File: config.mk
export PLATFORM = sky130hd
export DESIGN_NAME = seq_bit_serializer
export DESIGN_NICKNAME = d
export VERILOG_FILES = /design/src/rtl/seq_bit_serializer.sv
export SDC_FILE = /design/constraint.sdc
export NUM_CORES = 1
export LEC_CHECK = 0
export ABC_AREA = 1
export CAP_MARGIN = 20
export CORE_MARGIN = 8
export CORE_UTILIZATION = 53
export CTS_CLUSTER_DIAMETER = 60
export DETAILED_ROUTE_END_ITERATION = 12
export PLACE_DENSITY = 0.76
export SYNTH_ARGS = -nofsm -noshare
export SYNTH_HDL_FRONTEND = slang
export SYNTH_SLANG_ARGS = --single-unit
File: constraint.sdc
create_clock -name clk -period 2.3 [get_ports clk]
set_input_delay 0.69 -clock clk [delete_from_list [all_inputs] [get_ports clk]]
set_output_delay 0.69 -clock clk [all_outputs]
set_load 0.05 [all_outputs]
File: src/rtl/seq_bit_serializer.sv
// Parallel-to-serial front end: takes WIDTH-bit words over valid/ready and shifts
// them out one bit per enabled clock, with a one-word holding register for gapless streams.
module seq_bit_serializer #(
  parameter int unsigned WIDTH     = 4,
  parameter bit          MSB_FIRST = 1'b1,
  parameter bit          IDLE_BIT  = 1'b0
) (
  input  logic             clk,
  input  logic             rst_n,
  input  logic [WIDTH-1:0] in_data,
  input  logic             in_valid,
  output logic             in_ready,
  input  logic             enable,
  output logic             x_out,
  output logic             x_valid,
  output logic             word_done,
  output logic             busy
);

  localparam int unsigned     CW   = (WIDTH > 2) ? $clog2(WIDTH) : 1;
  localparam logic [CW-1:0]   LAST = CW'(WIDTH - 1);

  typedef enum logic {IDLE, SHIFT} state_t;

  state_t           state;
  logic [WIDTH-1:0] shreg;
  logic [WIDTH-1:0] hold;
  logic [CW-1:0]    bit_cnt;
  logic             hold_v;

  logic active;
  logic accept;
  logic last_bit;
  logic cur_bit;

  // Every output is decoded from flops plus enable only; nothing depends on in_data/in_valid.
  assign active    = (state == SHIFT);
  assign in_ready  = !hold_v;
  assign accept    = in_valid && in_ready;
  assign cur_bit   = MSB_FIRST ? shreg[WIDTH-1] : shreg[0];
  assign x_out     = active ? cur_bit : IDLE_BIT;
  assign x_valid   = active && enable;
  assign last_bit  = (bit_cnt == LAST);
  assign word_done = x_valid && last_bit;
  assign busy      = active || hold_v;

  always_ff @(posedge clk or negedge rst_n) begin
    if (!rst_n) begin
      state   <= IDLE;
      shreg   <= '0;
      hold    <= '0;
      bit_cnt <= '0;
      hold_v  <= 1'b0;
    end else begin
      unique case (state)
        IDLE: begin
          if (accept) begin
            shreg   <= in_data;
            bit_cnt <= '0;
            state   <= SHIFT;
          end
        end
        SHIFT: begin
          if (enable && last_bit) begin
            // Next word priority: holding register, then a word arriving right now, else idle.
            if (hold_v) begin
              shreg   <= hold;
              bit_cnt <= '0;
              hold_v  <= accept;
              if (accept) hold <= in_data;
            end else if (accept) begin
              shreg   <= in_data;
              bit_cnt <= '0;
            end else begin
              bit_cnt <= '0;
              state   <= IDLE;
            end
          end else begin
            if (enable) begin
              shreg   <= MSB_FIRST ? {shreg[WIDTH-2:0], 1'b0} : {1'b0, shreg[WIDTH-1:1]};
              bit_cnt <= bit_cnt + 1'b1;
            end
            if (accept) begin
              hold   <= in_data;
              hold_v <= 1'b1;
            end
          end
        end
        default: state <= IDLE;
      endcase
    end
  end

endmodule
==> impl_metrics.toml, run 1 <==
[status]
status = "completed"

[layout]
fin_cells = 140
ff_latch_area_um2 = 300
fillers = 96
diodes = 0
synthToLayoutAreaGrowth_pct = 25.5
nNetsFinal = 136
layout-drive-gt1-share_pct = 13.6
final_cell_area_um2 = 912
most-common-layout-cells = "nand2_1, inv_1, dfrtp_1, nand3_1"
post-route-util_pct = 71.0
layout_commonest_cell = "nand2_1"
multiInputGateArea_um2 = 340

[route]
ant_nets = 0
vias = 696
via_per_inst = 4.97
drtPass1Iterations = 4
routed_wl_mm = 1.77
drt_iter0_markers = 14
drcViolationCount = 0
wl_per_cell_um = 12.7

[worst_setup_path]
startpoint = "enable"
worstReg2RegStart = "hold_v"
crit_fanout = 3
endpoint = "word_done"
regToRegSetupSlack_ns = 1.01
cp.required_ns = 1.61
start_kind = "input pin"
endpoint_kind = "output port"
r2r_cells = 6
arrival_ns = 1.56
path_class = "in -> out"
crit-reg2reg-capture = "shreg[2]"

[timing]
worst_pin_slew_ns = 0.560
rsz0062_at_grt = "no"
setup_viol = 0
maxSlewViolCount = 0
post-route-min-period_ns = 2.25
fin_setup_tns_ns = 0
relSlewSlack_pct = 62.6
fin_skew_ns = 0.00263
fmax_mhz = 444
finalCritPeriodShare_pct = 98.0
hold_violations = 0

[place]
port_buffers = 12
gp_congestion = 0.822
hpwl_mm = 1.35
placed_cell_area_um2 = 890
place_inst = 137

[cts]
cts-root-buf = "clkbuf_4"
clock_path_buffers = 2
path_clk_slew_ns = 0.07
insertion_delay_ns = 0.27
cts.htree.levels = 1
cts_inserted_buffers = 3
post_cts_buffers = 0
cts_tree = "built"
clkSinkCount = 12

[logic_synthesis]
ys_types = 14
synth_nets = 117
syn_avg_cell_area_um2 = 6.73
yosys_warnings = 0
syn_inst = 108
netlist_area_um2 = 727
ys_seq_elements = 12
seq_area_frac_synth_pct = 41.3

[hold_path]
hp-class = "reg -> reg"

[flow_run]
max_cap_viol_count = 0

[pwr]
power_density_nw_per_um2 = 426
p_leak_nw = 0.503
total_power_mw = 0.388
ir_worst_vdd_mv = 0.313

[floorplanning]
fp-row-count = 13
die_w_um = 53.0
die_h_um = 53.0
num_io_pins = 13
die_area_um2 = 2810
coreArea_um2 = 1280
start_util_pct = 56.6

[global_route]
antenna_found_initial = 0
grt_pass1_vias = 687
grt_usage_pct = 14.1
grt_first_pass_wirelength_mm = 2.95
grt_max_degree = 14
overflow = 0
cell usage after synthesis:
| master | number | share of area [%] |
|---|---|---|
| o21ai_0 | 9 | 6.2 |
| ha_1 | 1 | 1.7 |
| nand2_2 | 1 | 0.86 |
| inv_1 | 16 | 8.3 |
| a21oi_1 | 9 | 6.2 |
| inv_2 | 2 | 1.0 |
| nand3_1 | 10 | 6.9 |
| nand2_1 | 36 | 19 |
| nand3_2 | 1 | 1.4 |
| nor2_1 | 8 | 4.1 |
| buf_4 | 1 | 1.0 |
| nand4_1 | 1 | 0.86 |
| dfrtp_1 | 12 | 41 |
| buf_6 | 1 | 1.5 |
flip-flops by register name, summed over array words and instances, names as in the netlist:
name,flops
active,1
bit_cnt,2
hold,4
hold_v,1
shreg,4
metal layers:
metal  GRT usage [%]  share of wire [%]
met1            16.2                 47
met2            23.4                 49
met3            3.08                3.4
met4            7.76               0.45
met5               0                  0
stage by stage:
step	worst slack, ns	hold slack, ns
floorplan	0.469	0.394
CTS	0.0510	0.497
detailed placement	0.0597	0.478
finish	0.0455	0.491
global placement	0.0645	0.472
global route	0.00237	0.523
critical path, stage by stage:
cell and delay (ns):
clkdlybuf4s50_1 0.51, nand3_1 0.10, inv_1 0.12, buf_12 0.14
logic make-up after synthesis:
logic type / share of synthesized area (%)
flops: 41.3
simple gates: 32.7
buf+inv: 11.9
compound gates: 12.4
fa+ha+maj: 1.72
area by class of cell:
class | instances | share of cell area (%)
multi-input combinational | 76 | 37.3
tap | 15 | 2.06
clock buffer | 3 | 2.47
sequential | 12 | 32.9
timing repair buffer | 16 | 17.8
inverter | 18 | 7.41
worst min path at each step:
| stage | from | endpoint | slack (ns) | depth (start not counted) |
|---|---|---|---|---|
| 4_1_cts | hold[3] | hold[3] | 0.50 | 2 |
| 3_3_place_gp | hold[0] | hold[0] | 0.47 | 2 |
| 6_report | hold[0] | hold[0] | 0.49 | 2 |
| 2_1_floorplan | rst_n | active | 0.39 | 0 |
| 5_1_grt | hold[1] | hold[1] | 0.52 | 2 |
| 3_5_place_dp | hold[3] | hold[3] | 0.48 | 2 |
timing repair:
item,CTS,global route
endpoints found under the hold margin,0,0
resized for setup,0,1
hold buffers,0,0
setup endpoints to repair,0,1
report_power, final:
group / internal (mW) / switching (mW) / total [mW]
Sequential: 0.215 / 0.00281 / 0.217
Combinational: 0.0180 / 0.0212 / 0.0393
Clock: 0.0606 / 0.0712 / 0.132
Total: 0.293 / 0.0952 / 0.388
(Power assumes the default switching activity.)
==> run 2, diff against run 1 <==
- ABC_CLOCK_PERIOD_IN_PS: not set -> 2300
==> results of run 2 <==
Same layout as run 1: the final DEF is identical, and so are final timing and power.
==> run 3, diff against run 2 <==
- GPL_ROUTABILITY_DRIVEN: not set -> 0
==> results of run 3 <==
Same layout as run 1: the final DEF is identical, and so are final timing and power.
